## src/rtl/axi_ram_arbiter.sv

```systemverilog
// Round-robin arbiter sharing one axi_ram slave between N_MASTERS AXI masters.
// Write (AW/W/B) and read (AR/R) paths are arbitrated independently, each with
// one transaction in flight; routing follows the locked grant, never the ID.

package axi_ram_arbiter_pkg;

    localparam int unsigned ID_W   = 4;
    localparam int unsigned ADDR_W = 16;
    localparam int unsigned DATA_W = 32;
    localparam int unsigned LEN_W  = 8;
    localparam int unsigned STRB_W = DATA_W / 8;
    localparam int unsigned RESP_W = 2;

    typedef struct packed {
        logic [ID_W-1:0]   awid;
        logic [ADDR_W-1:0] awaddr;
        logic [LEN_W-1:0]  awlen;
        logic              awvalid;
        logic [DATA_W-1:0] wdata;
        logic [STRB_W-1:0] wstrb;
        logic              wlast;
        logic              wvalid;
        logic              bready;
        logic [ID_W-1:0]   arid;
        logic [ADDR_W-1:0] araddr;
        logic [LEN_W-1:0]  arlen;
        logic              arvalid;
        logic              rready;
    } axi_mosi_t;

    typedef struct packed {
        logic              awready;
        logic              wready;
        logic [ID_W-1:0]   bid;
        logic [RESP_W-1:0] bresp;
        logic              bvalid;
        logic              arready;
        logic [ID_W-1:0]   rid;
        logic [DATA_W-1:0] rdata;
        logic [RESP_W-1:0] rresp;
        logic              rlast;
        logic              rvalid;
    } axi_miso_t;

endpackage

module axi_ram_arbiter
    import axi_ram_arbiter_pkg::*;
#(
    parameter int unsigned N_MASTERS = 2
) (
    input  logic                 clk_i,
    input  logic                 rst_n_i,
    input  axi_mosi_t            in_mosi_i [N_MASTERS],
    output axi_miso_t            in_miso_o [N_MASTERS],
    output axi_mosi_t            out_mosi_o,
    input  axi_miso_t            out_miso_i,
    output logic [N_MASTERS-1:0] wr_grant_o,
    output logic [N_MASTERS-1:0] rd_grant_o
);

    localparam int unsigned IDX_W = (N_MASTERS > 1) ? $clog2(N_MASTERS) : 1;

    typedef enum logic [1:0] {WR_IDLE, WR_AW, WR_W, WR_B} wr_state_t;
    typedef enum logic [1:0] {RD_IDLE, RD_AR, RD_R} rd_state_t;

    wr_state_t            wr_state, wr_state_nxt;
    rd_state_t            rd_state, rd_state_nxt;
    logic [IDX_W-1:0]     wr_idx, wr_idx_nxt, wr_ptr, wr_ptr_nxt, wr_pick;
    logic [IDX_W-1:0]     rd_idx, rd_idx_nxt, rd_ptr, rd_ptr_nxt, rd_pick;
    logic [N_MASTERS-1:0] wr_grant_nxt, rd_grant_nxt;
    logic [N_MASTERS-1:0] wr_req, rd_req;

    // First requester at or after ptr, wrapping around the master list.
    function automatic logic [IDX_W-1:0] rr_pick(input logic [N_MASTERS-1:0] req,
                                                 input logic [IDX_W-1:0]     ptr);
        logic [IDX_W-1:0] pick;
        logic [IDX_W-1:0] cand;
        logic             found;
        int unsigned      j;
        pick  = '0;
        found = 1'b0;
        for (int unsigned i = 0; i < N_MASTERS; i++) begin
            j = 32'(ptr) + i;
            if (j >= N_MASTERS) j = j - N_MASTERS;
            cand = IDX_W'(j);
            if (!found && req[cand]) begin
                found = 1'b1;
                pick  = cand;
            end
        end
        return pick;
    endfunction

    // Index following idx, modulo N_MASTERS.
    function automatic logic [IDX_W-1:0] rr_next(input logic [IDX_W-1:0] idx);
        return (32'(idx) == N_MASTERS - 1) ? '0 : idx + IDX_W'(1);
    endfunction

    // Request vectors gathered from the master-side VALIDs.
    always_comb begin
        wr_req = '0;
        rd_req = '0;
        for (int unsigned i = 0; i < N_MASTERS; i++) begin
            wr_req[i] = in_mosi_i[i].awvalid;
            rd_req[i] = in_mosi_i[i].arvalid;
        end
    end

    // Write path state, locked index, pointer and grant registers.
    always_ff @(posedge clk_i or negedge rst_n_i) begin
        if (!rst_n_i) begin
            wr_state   <= WR_IDLE;
            wr_idx     <= '0;
            wr_ptr     <= '0;
            wr_grant_o <= '0;
        end else begin
            wr_state   <= wr_state_nxt;
            wr_idx     <= wr_idx_nxt;
            wr_ptr     <= wr_ptr_nxt;
            wr_grant_o <= wr_grant_nxt;
        end
    end

    // Write FSM: arbitrate in IDLE, then walk AW -> W -> B on handshakes.
    always_comb begin
        wr_state_nxt = wr_state;
        wr_idx_nxt   = wr_idx;
        wr_ptr_nxt   = wr_ptr;
        wr_grant_nxt = wr_grant_o;
        wr_pick      = rr_pick(wr_req, wr_ptr);
        case (wr_state)
            WR_IDLE: if (|wr_req) begin
                wr_state_nxt = WR_AW;
                wr_idx_nxt   = wr_pick;
                wr_grant_nxt = N_MASTERS'(1) << wr_pick;
            end
            WR_AW: if (in_mosi_i[wr_idx].awvalid && out_miso_i.awready) wr_state_nxt = WR_W;
            WR_W: if (in_mosi_i[wr_idx].wvalid && out_miso_i.wready && in_mosi_i[wr_idx].wlast)
                wr_state_nxt = WR_B;
            WR_B: if (out_miso_i.bvalid && in_mosi_i[wr_idx].bready) begin
                wr_state_nxt = WR_IDLE;
                wr_ptr_nxt   = rr_next(wr_idx);
                wr_grant_nxt = '0;
            end
            default: begin
                wr_state_nxt = WR_IDLE;
                wr_grant_nxt = '0;
            end
        endcase
    end

    // Read path state, locked index, pointer and grant registers.
    always_ff @(posedge clk_i or negedge rst_n_i) begin
        if (!rst_n_i) begin
            rd_state   <= RD_IDLE;
            rd_idx     <= '0;
            rd_ptr     <= '0;
            rd_grant_o <= '0;
        end else begin
            rd_state   <= rd_state_nxt;
            rd_idx     <= rd_idx_nxt;
            rd_ptr     <= rd_ptr_nxt;
            rd_grant_o <= rd_grant_nxt;
        end
    end

    // Read FSM: arbitrate in IDLE, then AR -> R until the RLAST handshake.
    always_comb begin
        rd_state_nxt = rd_state;
        rd_idx_nxt   = rd_idx;
        rd_ptr_nxt   = rd_ptr;
        rd_grant_nxt = rd_grant_o;
        rd_pick      = rr_pick(rd_req, rd_ptr);
        case (rd_state)
            RD_IDLE: if (|rd_req) begin
                rd_state_nxt = RD_AR;
                rd_idx_nxt   = rd_pick;
                rd_grant_nxt = N_MASTERS'(1) << rd_pick;
            end
            RD_AR: if (in_mosi_i[rd_idx].arvalid && out_miso_i.arready) rd_state_nxt = RD_R;
            RD_R: if (out_miso_i.rvalid && in_mosi_i[rd_idx].rready && out_miso_i.rlast) begin
                rd_state_nxt = RD_IDLE;
                rd_ptr_nxt   = rr_next(rd_idx);
                rd_grant_nxt = '0;
            end
            default: begin
                rd_state_nxt = RD_IDLE;
                rd_grant_nxt = '0;
            end
        endcase
    end

    // Zero-latency forwarding of the active channel between the granted master and the slave.
    always_comb begin
        out_mosi_o = '0;
        for (int unsigned i = 0; i < N_MASTERS; i++) in_miso_o[i] = '0;
        case (wr_state)
            WR_AW: begin
                out_mosi_o.awid            = in_mosi_i[wr_idx].awid;
                out_mosi_o.awaddr          = in_mosi_i[wr_idx].awaddr;
                out_mosi_o.awlen           = in_mosi_i[wr_idx].awlen;
                out_mosi_o.awvalid         = in_mosi_i[wr_idx].awvalid;
                in_miso_o[wr_idx].awready  = out_miso_i.awready;
            end
            WR_W: begin
                out_mosi_o.wdata           = in_mosi_i[wr_idx].wdata;
                out_mosi_o.wstrb           = in_mosi_i[wr_idx].wstrb;
                out_mosi_o.wlast           = in_mosi_i[wr_idx].wlast;
                out_mosi_o.wvalid          = in_mosi_i[wr_idx].wvalid;
                in_miso_o[wr_idx].wready   = out_miso_i.wready;
            end
            WR_B: begin
                out_mosi_o.bready          = in_mosi_i[wr_idx].bready;
                in_miso_o[wr_idx].bid      = out_miso_i.bid;
                in_miso_o[wr_idx].bresp    = out_miso_i.bresp;
                in_miso_o[wr_idx].bvalid   = out_miso_i.bvalid;
            end
            default: ;
        endcase
        case (rd_state)
            RD_AR: begin
                out_mosi_o.arid            = in_mosi_i[rd_idx].arid;
                out_mosi_o.araddr          = in_mosi_i[rd_idx].araddr;
                out_mosi_o.arlen           = in_mosi_i[rd_idx].arlen;
                out_mosi_o.arvalid         = in_mosi_i[rd_idx].arvalid;
                in_miso_o[rd_idx].arready  = out_miso_i.arready;
            end
            RD_R: begin
                out_mosi_o.rready          = in_mosi_i[rd_idx].rready;
                in_miso_o[rd_idx].rid      = out_miso_i.rid;
                in_miso_o[rd_idx].rdata    = out_miso_i.rdata;
                in_miso_o[rd_idx].rresp    = out_miso_i.rresp;
                in_miso_o[rd_idx].rlast    = out_miso_i.rlast;
                in_miso_o[rd_idx].rvalid   = out_miso_i.rvalid;
            end
            default: ;
        endcase
    end

endmodule

```

## config.mk

```make
export PLATFORM = sky130hd
export DESIGN_NAME = axi_ram_arbiter
export DESIGN_NICKNAME = d
export VERILOG_FILES = /design/src/rtl/axi_ram_arbiter.sv
export SDC_FILE = /design/constraint.sdc
export NUM_CORES = 1
export LEC_CHECK = 0
export ABC_AREA = 1
export CAP_MARGIN = 10
export CORE_AREA = 4 4 175 177
export CTS_CLUSTER_DIAMETER = 50
export CTS_CLUSTER_SIZE = 30
export DETAILED_ROUTE_END_ITERATION = 7
export DIE_AREA = 0 0 179 181
export PLACE_DENSITY_LB_ADDON = 0.08
export SLEW_MARGIN = 20
export SYNTH_ARGS = -nofsm -noshare
export SYNTH_HDL_FRONTEND = slang
export SYNTH_SLANG_ARGS = --single-unit
```

## constraint.sdc

```tcl
create_clock -name clk_i -period 3.08 [get_ports clk_i]
set_input_delay 0.462 -clock clk_i [delete_from_list [all_inputs] [get_ports clk_i]]
set_output_delay 0.462 -clock clk_i [all_outputs]
set_load 0.005 [all_outputs]
```

==> run summary <==
Outcome: finished clean
Post-synth top cells: 162 x nand2_1, 99 x nor3_1, 65 x nor2_1
Setup TNS: 0 ns
# hold bufs at CTS: 0
Diode count: 0
Final setup violation count: 0
CP top delay family: buffers and inverters
Vias: 5382
Post-place setup slack: 0.326 ns
CTS tree: done
Yosys reg bits: 12
H-tree depth: 1
Synth area leader: nand2_1
Final-layout fill cell count: 3260
FF+latch area: 302 sq um
Vias per cell: 3.82
Global-route wire length before repair: 33300 microns
Synth Net Count: 856
Critical Path RT: 2.62 ns
EDFF count, synth: 0
Cell count along the critical path: 6
DP Area: 7940 sq um
GPL Wtd Cong: 0.783
CP peak stage delay: 0.57 ns
Max cap viols: 0
Largest cells by area after synthesis: nand2_1 20%, nor3_1 16%, dfrtp_1 9.8%, a21oi_1 8.3%, nor2_1 8.0%
Initial antenna violation count: 2
Die ar.: 32400 sq um
Die Y: 181 microns
Worst hold slack: 0.478 ns
Clk_skew: 0.00140 ns
Crit Path Class: flop to output port
Syn_area_per_cell: 5.09 sq um
Fmax: 355 MHz
CP Max Fanout: 41
Grt ovf: 0
Worst hold path cell count: 2
Vias in the first global route: 5341
CP arrival: 2.36 ns
Layout cell share with drive strength beyond 1: 0.0559
DRT antenna net count: 0
Period utilization: 0.915
Sink Count: 12
Total GRT Usage: 0.132
Max-slew violation count: 0
Register-to-register setup slack: 1.18 ns
Sequential area share after synthesis: 0.0981
Cell Pwr Density: 564 nW/um^2
Yosys cell types: 26
Maximum vdd drop: 0.000270 V
Maximum buffer depth of the clock tree: 2
Clk root buf: clkbuf_16
DR WL/cell: 16.8 microns
Die Span X: 179 microns
CP max stage cell: clkdlybuf4s50_1
Slew headroom: 0.474
Row cnt: 63
LEAKAGE: 0.00315 uW
Starting Density: 0.105
First drt pass iteration count: 6
IO Pins: 450
Worst setup margin: 0.261 ns
Area Growth Syn to Fin: 162%
Multi-input logic area: 2250 sq um
Worst Tran Pin Value: 0.788 ns
Mapped Area: 3060 sq um
TritonCTS buffer count: 3
Final Hold Vio Count: 0
Final HPWL DP: 19800 microns
Ys Warns: 0
Ys flop type: dfrtp_1
Clock slew at reported path FFs: 0.05 ns
Post-Route WL: 23600 microns
Mapped Cells: 601
Worst hold start: rd_grant_o[1]
Hold Crit Class: flop to flop
Remaining DRCs: 0
R2R depth: 5
Most frequent cell after synthesis: nand2_1
Post-route cell area: 8030 sq um
RSZ-0062 raised after global routing: false
Cell chain of the critical path: inv_1 > ha_1 > inv_4 > buf_12 > nor3_1 > clkdlybuf4s50_1
Final Net Count: 1275
Initial DRC count: 179
Worst skew pair latency: 0.24 ns
Worst Setup End Kind: output port
Largest net degree at the start of global routing: 75
R2R Path Start: wr_state[0]
Async SR Flop Fraction: 1.00
Post-layout util: 0.275
Critical Path Source: rd_state[0]
Port Buffers: 449
Fin crit period: 2.82 ns
Crit path buffers/inverters: 4
Crit path launch type: flop
Core area: 29200 sq um
Share of the synthesized area in the top cell type: 0.199
layout make-up:
type | instances | area share
inverters | 67 | 0.0319
multi-input cells | 472 | 0.281
flip-flops and latches | 12 | 0.0375
well taps | 390 | 0.0607
repair buffers | 464 | 0.578
clock buffers | 4 | 0.0111
final timing paths:
| path | end |
|---|---|
| min in group asynchronous | rd_grant_o[1] |
| max reg2reg | wr_grant_o[1] |
| min reg2reg | rd_grant_o[1] |
| max | in_miso_o[55] |
| min | rd_grant_o[1] |
| max in group asynchronous | wr_idx |
through the flow:
step / cells / power (uW)
after CTS: 1409 / 4640
after floorplan: 601 / 2230
after global placement: 1405 / 4420
after detailed placement: 1405 / 4350
after global routing: 1409 / 5000
final: 1409 / 4530
state kept, by name, indices dropped and copies added (netlist names):
signal      cells
rd_grant_o      2
rd_idx          1
rd_ptr          1
rd_state        2
wr_grant_o      2
wr_idx          1
wr_ptr          1
wr_state        2
power breakdown:
part / internal, uW / switching, uW
registers: 235 / 57.8
clock network: 196 / 68.7
logic: 1850 / 2120
layout by cell type, fill, tap and decap left out, types with 7 or more instances in the layout:
cell type | Yosys | layout
clkdlybuf4s50_1 | 0 | 449
nand2_1 | 162 | 162
nor3_1 | 99 | 99
nor2_1 | 65 | 65
inv_1 | 64 | 64
a21oi_1 | 51 | 51
o21ai_0 | 33 | 33
a21oi_2 | 18 | 18
buf_4 | 2 | 12
nand3_1 | 11 | 11
nand2_2 | 11 | 11
dfrtp_1 | 12 | 11
ha_1 | 7 | 7
routing by layer:
layer / wire length (microns) / global-route usage
met1: 7870 / 0.127
met2: 12900 / 0.269
met3: 2460 / 0.0442
met4: 374 / 0.0190
met5: 27 / 0
tightest hold or removal path: stages, from the launching register on:
cell and delay, ns:
dfrtp_1 0.34, nand2_1 0.05, nand2_1 0.05
cells by family after synthesis:
| logic type | Yosys count | share of synthesized area |
|---|---|---|
| AOI/OAI and AO/OA | 107 | 0.200 |
| DFF | 12 | 0.0981 |
| adders and majority gates | 7 | 0.0286 |
| buffers and inverters | 117 | 0.166 |
| and+or+nand+nor | 358 | 0.507 |
timing repair:
| action | in CTS | in global routing |
|---|---|---|
| setup endpoints to repair | 0 | 1 |
| resized for setup | 0 | 2 |
| setup buffers | 0 | 0 |
Note: power is estimated with default switching activity, not from simulation.
